==> src/rtl/tdp_ram_be.sv <==
// tdp_ram_be: true dual-port byte-enable RAM with clear sequencer; define TDP_RAM_COLL_CNT_EN for coll_cnt
module tdp_ram_be #(
  parameter int DATA_WIDTH = 8,
  parameter int ADDR_WIDTH = 6,
  parameter int RDW_MODE = 0,
  parameter int OUT_REG = 0
) (
  input  logic                    clk,
  input  logic                    rst,
  input  logic                    clr,
  output logic                    busy,
  input  logic                    en_a,
  input  logic                    we_a,
  input  logic [DATA_WIDTH/8-1:0] be_a,
  input  logic [ADDR_WIDTH-1:0]   addr_a,
  input  logic [DATA_WIDTH-1:0]   data_a,
  output logic [DATA_WIDTH-1:0]   q_a,
  output logic                    qv_a,
  input  logic                    en_b,
  input  logic                    we_b,
  input  logic [DATA_WIDTH/8-1:0] be_b,
  input  logic [ADDR_WIDTH-1:0]   addr_b,
  input  logic [DATA_WIDTH-1:0]   data_b,
  output logic [DATA_WIDTH-1:0]   q_b,
  output logic                    qv_b,
  output logic                    coll
`ifdef TDP_RAM_COLL_CNT_EN
  ,
  output logic [15:0]             coll_cnt
`endif
);
  localparam int NB = DATA_WIDTH / 8;
  localparam int DEPTH = 2 ** ADDR_WIDTH;
  typedef enum logic {CLEAR, READY} state_t;
  state_t state;
  logic [ADDR_WIDTH-1:0] cnt;
  logic [DATA_WIDTH-1:0] mem [DEPTH];
  logic [DATA_WIDTH-1:0] old_a, old_b, new_a, new_b, d1_a, d1_b, q1_a, q1_b;
  logic acc_a, acc_b, wr_a, wr_b, v1_a, v1_b, r1_a, r1_b, coll_ev;
  // access qualification, old/merged words and the data each port returns
  always_comb begin
    acc_a = (state == READY) & en_a;
    acc_b = (state == READY) & en_b;
    wr_a = acc_a & we_a;
    wr_b = acc_b & we_b;
    old_a = mem[addr_a];
    old_b = mem[addr_b];
    new_a = old_a;
    new_b = old_b;
    for (int i = 0; i < NB; i++) begin
      new_a[8*i+:8] = be_a[i] ? data_a[8*i+:8] : old_a[8*i+:8];
      new_b[8*i+:8] = be_b[i] ? data_b[8*i+:8] : old_b[8*i+:8];
    end
    d1_a = (wr_a && RDW_MODE == 1) ? new_a : old_a;
    d1_b = (wr_b && RDW_MODE == 1) ? new_b : old_b;
    v1_a = acc_a & (~we_a | (RDW_MODE != 2));
    v1_b = acc_b & (~we_b | (RDW_MODE != 2));
    coll_ev = wr_a & wr_b & (addr_a == addr_b);
  end
  // array update: sweep zeroes while clearing, else B lanes then A lanes so A wins on its own lanes
  always_ff @(posedge clk) begin
    if (state == CLEAR) mem[cnt] <= '0;
    else
      for (int i = 0; i < NB; i++) begin
        if (wr_b && be_b[i]) mem[addr_b][8*i+:8] <= data_b[8*i+:8];
        if (wr_a && be_a[i]) mem[addr_a][8*i+:8] <= data_a[8*i+:8];
      end
  end
  // clear sequencer, first read stage and collision pulse
  always_ff @(posedge clk or posedge rst) begin
    if (rst) begin
      state <= CLEAR;
      cnt <= '0;
      busy <= 1'b1;
      coll <= 1'b0;
      r1_a <= 1'b0;
      r1_b <= 1'b0;
      q1_a <= '0;
      q1_b <= '0;
    end else begin
      if (state == CLEAR) begin
        cnt <= cnt + 1'b1;
        if (&cnt) begin
          state <= READY;
          busy <= 1'b0;
        end
      end else if (clr) begin
        state <= CLEAR;
        cnt <= '0;
        busy <= 1'b1;
      end
      r1_a <= v1_a;
      r1_b <= v1_b;
      if (v1_a) q1_a <= d1_a;
      if (v1_b) q1_b <= d1_b;
      coll <= coll_ev;
    end
  end
  if (OUT_REG != 0) begin : g_oreg
    // extra output stage that holds q until new valid data arrives
    always_ff @(posedge clk or posedge rst) begin
      if (rst) begin
        q_a <= '0;
        q_b <= '0;
        qv_a <= 1'b0;
        qv_b <= 1'b0;
      end else begin
        qv_a <= r1_a;
        qv_b <= r1_b;
        if (r1_a) q_a <= q1_a;
        if (r1_b) q_b <= q1_b;
      end
    end
  end else begin : g_direct
    assign q_a = q1_a;
    assign q_b = q1_b;
    assign qv_a = r1_a;
    assign qv_b = r1_b;
  end
`ifdef TDP_RAM_COLL_CNT_EN
  // saturating collision counter, cleared with the array
  always_ff @(posedge clk or posedge rst) begin
    if (rst) coll_cnt <= '0;
    else if (state == READY && clr) coll_cnt <= '0;
    else if (coll_ev && coll_cnt != 16'hFFFF) coll_cnt <= coll_cnt + 16'd1;
  end
`endif
endmodule

==> config.mk <==
export PLATFORM = sky130hd
export DESIGN_NAME = tdp_ram_be
export DESIGN_NICKNAME = d
export VERILOG_FILES = /design/src/rtl/tdp_ram_be.sv
export SDC_FILE = /design/constraint.sdc
export NUM_CORES = 1
export LEC_CHECK = 0
export CAP_MARGIN = 20
export CORE_MARGIN = 10
export CORE_UTILIZATION = 30
export CTS_CLUSTER_DIAMETER = 200
export DETAILED_ROUTE_END_ITERATION = 8
export REMOVE_ABC_BUFFERS = 1
export SLEW_MARGIN = 20
export SYNTH_ARGS = -nofsm -noshare
export SYNTH_HDL_FRONTEND = slang
export SYNTH_SLANG_ARGS = --single-unit
==> constraint.sdc <==
create_clock -name clk -period 7 [get_ports clk]
set_input_delay 1.4 -clock clk [delete_from_list [all_inputs] [get_ports clk]]
set_output_delay 1.4 -clock clk [all_outputs]
set_load 0.1 [all_outputs]
Word-level counts from Yosys, hierarchy flattened
Memories as Yosys holds them, arrays and structs flattened. A register that Yosys moved wholly into a read port is not among the register bits. Index checks and enable logic that the tools add are counted.

Output and inout bits: 20. Input port bits: 37. Word-level logic and storage cells: 40. Memory bits (writable): 512. Register bits: 11. Memories kept: 1.

Add/subtract/negate cells: 1. Reduce and logical (&&, ||, !) cells: 6. Mux-type cells: 18. Bitwise operators: 6. Eq/ne operators: 2.

Memory list: mem (depth 64, bits a word 8, rd ports 2, clocked after memory_dff 2, wr ports 2, RTL line 37) `logic [DATA_WIDTH-1:0] mem [DEPTH];`.

Operators with widths (number): $mux 6 (3); $mux 1 (14); $mux 8 (1); $reduce_or 8->1 (1); $add 6x1->6 const B (1); $and 1x1->1 (6); $eq 6x6->1 (1); $reduce_and 6->1 (1); $logic_and 1x1->1 (2); $ne 2x2->1 const B (1); $reduce_and 2->1 (1); $reduce_bool 2->1 (1).

Logic depth before layout (Yosys ltp)
Depth in word-level cells: 8. Depth in mapped cells: 10. Gate-level depth less buffers: 6.

Least setup slack after synthesis
No wires, ideal clock.

Path kind: input to register. From: input port addr_b[0]. To: memory mem[29][0], enable pin. Path buffers: 4. Cell stages on the path: 8. Arrival time: 3.158 ns. Setup slack: 3.465 ns. Data required time: 6.624 ns. Library setup time: 0.376 ns. Cells stage by stage: clkbuf_1 -> buf_4 -> buf_4 -> buf_4 -> nand2_1 -> o21ai_0 -> nand3_1 -> o22ai_1.

RTL lines: from (decl) (RTL line 22) `input logic [ADDR_WIDTH-1:0] addr_b,`; to (decl) (RTL line 37).

==> metrics.csv <==
stage,metric,value,unit
global_routing,antenna violations before repair,8,
clock_tree,post_cts resized,0,
cells_and_area,Final Instance Count excl. Fillers,4256,
pwr,static leakage,11.63,nW
clock_tree,CTS tree,yes,
clock_tree,Clock Sinks,539,
route,Routed WL per cell,30.24,um
yosys,most frequent cells after synthesis,"nand2_1 (612), o21ai_0 (555), edfxtp_1 (512)",
placed_design,# port buffers,56,
yosys,number of synthesized flops with an enable pin,512,
clock_tree,CTS Buffer Depth,3,
clock_tree,"Reg clk slew, reported paths",0.06,ns
critical_path,Worst Setup Start Kind,input pin,
yosys,Yosys top cell area share,48.95,%
sta,Final Skew,0.02884,ns
cells_and_area,P&R area growth vs syn,10.44,%
critical_path,crit path max fanout,12,
yosys,Post-Syn Instances,2957,
floorplanning,die width,343.6,um
placed_design,hpwl dp,84550,um
global_routing,total track usage,21.03,%
route,antenna-violating nets left,0,
sta,RSZ-0062 raised after global routing,no,
yosys,dominant cell type by area after synthesis,edfxtp_1,
yosys,most frequent cell after synthesis,nand2_1,
yosys,synth warn,0,
yosys,"Seq/Total Area, Yosys",51.10,%
status,status,"finished, final reports clean",
global_routing,number of global-route vias before repair,23890,
floorplanning,I/O pin cnt,57,
sta,# setup viols final,0,
route,met3 wire len,20340,um
floorplanning,Die H,343.6,um
clock_tree,hold_buf cts,0,
clock_tree,# H-tree levels,2,
yosys,"Cell Area, Synth",0.03141,mm^2
critical_path,Setup Crit Path Kind,in2reg,
min_path,worst min-delay path startpoint,q_b[1]$_DFFE_PP0N_,
route,initial DRC count,4474,
critical_path,crit end category,flop,
pwr,maximum VDD drop,0.3389,mV
cells_and_area,layout filler cell count,10220,
route,vias per cell,6.085,
yosys,Avg Synthesized Cell Area,10.62,um^2
yosys,"Primary FF master, synth",edfxtp_1,
route,final WL,128700,um
route,top routing layer used,met5,
route,vias,25900,
route,WL met2,53140,um
yosys,synthesized flop and latch total,539,
clock_tree,worst skew pair latency,0.65,ns
critical_path,worst flop-to-flop path endpoint,mem[52][3]$_DFFE_PP_,
global_routing,first-pass GRT wire length,181500,um
global_routing,largest net degree at the start of global routing,65,
critical_path,r2r setup slk,2.49,ns
sta,final hold violation count,0,
clock_tree,total CTS buffers,56,
placed_design,Placed Instances,4146,
clock_tree,Root Buffer Master,clkbuf_16,
cells_and_area,Final nets,2864,
cells_and_area,Reg area,0.01605,mm^2
run,Max Cap Violations,0,
floorplanning,Cell Rows,118,
critical_path,"Arr. time, crit path",5.48,ns
yosys,Post-synth ARST share,5.009,%
min_path,worst hold stages,2,
critical_path,R2R depth,5,
min_path,HP Class,reg2reg,
floorplanning,DIE AREA,0.1180,mm^2
sta,fin crit period,5.225,ns
min_path,Hold Crit Endpoint,q_b[1]$_DFFE_PP0N_,
yosys,count of cell types in the netlist,58,
route,DRC viols,0,
clock_tree,postcts setup bufs,0,
floorplanning,CORE AREA,0.1038,mm^2
route,Initial DRT Pass Iterations,6,
sta,relative slew slack,16.28,%
critical_path,Worst EP required,7.25,ns
sta,"Period Utilization, post-route",74.64,%
placed_design,Placer Congestion,1.069,
sta,worst slew pin tran,1.251,ns
sta,max-slew violation count,0,
pwr,Power Dens Cells,255.4,mW/mm^2
cells_and_area,multi-input combinational cell area,0.01396,mm^2
sta,Fin Setup TNS,0,ns
sta,fmax,191.4,MHz
floorplanning,initial core utilization,30.26,%
yosys,synth top area cells,"edfxtp_1 (49%), mux4_2 (9.6%), o21ai_0 (8.8%)",
global_routing,GRT Residual Overflow,0,
cells_and_area,share of final-layout standard cells stronger than drive strength 1,13.02,%
critical_path,worst r2r src,state$_DFF_PP0_,
route,WL met1,48780,um
## sequential cells by signal, indices dropped and copies added (netlist names)
name	count
coll	1
qv_a	1
q_b	8
mem	512
qv_b	1
busy	1
cnt	6
state	1
q_a	8
## worst max-delay path, stage by stage
cell and delay (ns):
clkdlybuf4s50_1 0.51, nand4_1 0.61, buf_4 0.43, mux2i_1 0.48
nand3_1 0.98, o22ai_1 1.05
## placed cells by master (no fill, tap or decap), drive strengths merged, types with 4 or more instances in the layout
cell,n
a21oi,47
a221o,5
a221oi,41
a22o,7
a22oi,71
a31oi,14
and2,7
and3,4
buf,83
bufinv,9
clkbuf,73
clkdlybuf4s50,42
clkinv,22
dfrtp,26
edfxtp,512
inv,7
mux2,44
mux2i,170
mux4,134
nand2,612
nand2b,13
nand3,53
nand3b,7
nand4,9
nor2,130
nor2b,8
o211ai,8
o21ai,559
o221ai,8
o22ai,88
o31ai,11
o32a,8
xnor2,7
## per-layer routing
layer  vias to the layer above  GRT usage (%)
met2                      2097          29.98
li1                      10850              -
met5                         -         0.6533
met1                     12570          28.33
met4                         8          8.939
met3                       376          7.704
## report_power, final
part,switching (W),internal (W)
combinational,0.00129,0.000448
sequential,0.000209,0.00373
clock,0.00136,0.00182
total,0.00286,0.00600
## how the worst max path moves through the flow
stage,cells after the start,slack [ns],startpoint,to
after detailed placement,6,1.41,we_b,mem[60][5]$_DFFE_PP_
final,6,1.78,we_b,mem[52][3]$_DFFE_PP_
after CTS,6,2.08,we_b,mem[60][0]$_DFFE_PP_
after global placement,6,1.45,we_b,mem[52][3]$_DFFE_PP_
after global routing,6,1.85,we_b,mem[20][0]$_DFFE_PP_
after floorplan,4,3.36,addr_a[2],mem[14][7]$_DFFE_PP_
## cells by family after synthesis
group / count (synthesis) / share of synthesized area [%]
flops: 539 / 51.10
simple gates: 857 / 11.04
mux: 348 / 16.60
compound gates: 883 / 16.32
xor+xnor: 8 / 0.2231
buf+inv: 321 / 4.668
fa+ha+maj: 1 / 0.03983
## final cells by class
class,count,area share [%]
inverter,6,0.06492
clock buffer,72,4.270
sequential,539,46.27
multi-input combinational,2097,40.25
timing repair buffer,126,3.008
antenna,3,0.02164
clock inverter,33,1.140
tap,1380,4.977
## stage by stage
| step | setup WS [ns] | hold slack (ns) | total power, W | utilization [%] | cell area (um^2) |
|---|---|---|---|---|---|
| CTS | 2.085 | 0.5394 | 0.008771 | 33.38 | 34650 |
| global placement | 1.445 | 0.5013 | 0.005652 | 31.57 | 32760 |
| detailed placement | 1.414 | 0.5118 | 0.005654 | 31.58 | 32770 |
| finish | 1.775 | 0.5575 | 0.008861 | 33.42 | 34690 |
| global route | 1.855 | 0.5579 | 0.009021 | 33.42 | 34680 |
| floorplan | 3.359 | 0.5291 | 0.004837 | - | 29970 |
Note: power is estimated with default switching activity, not from simulation.
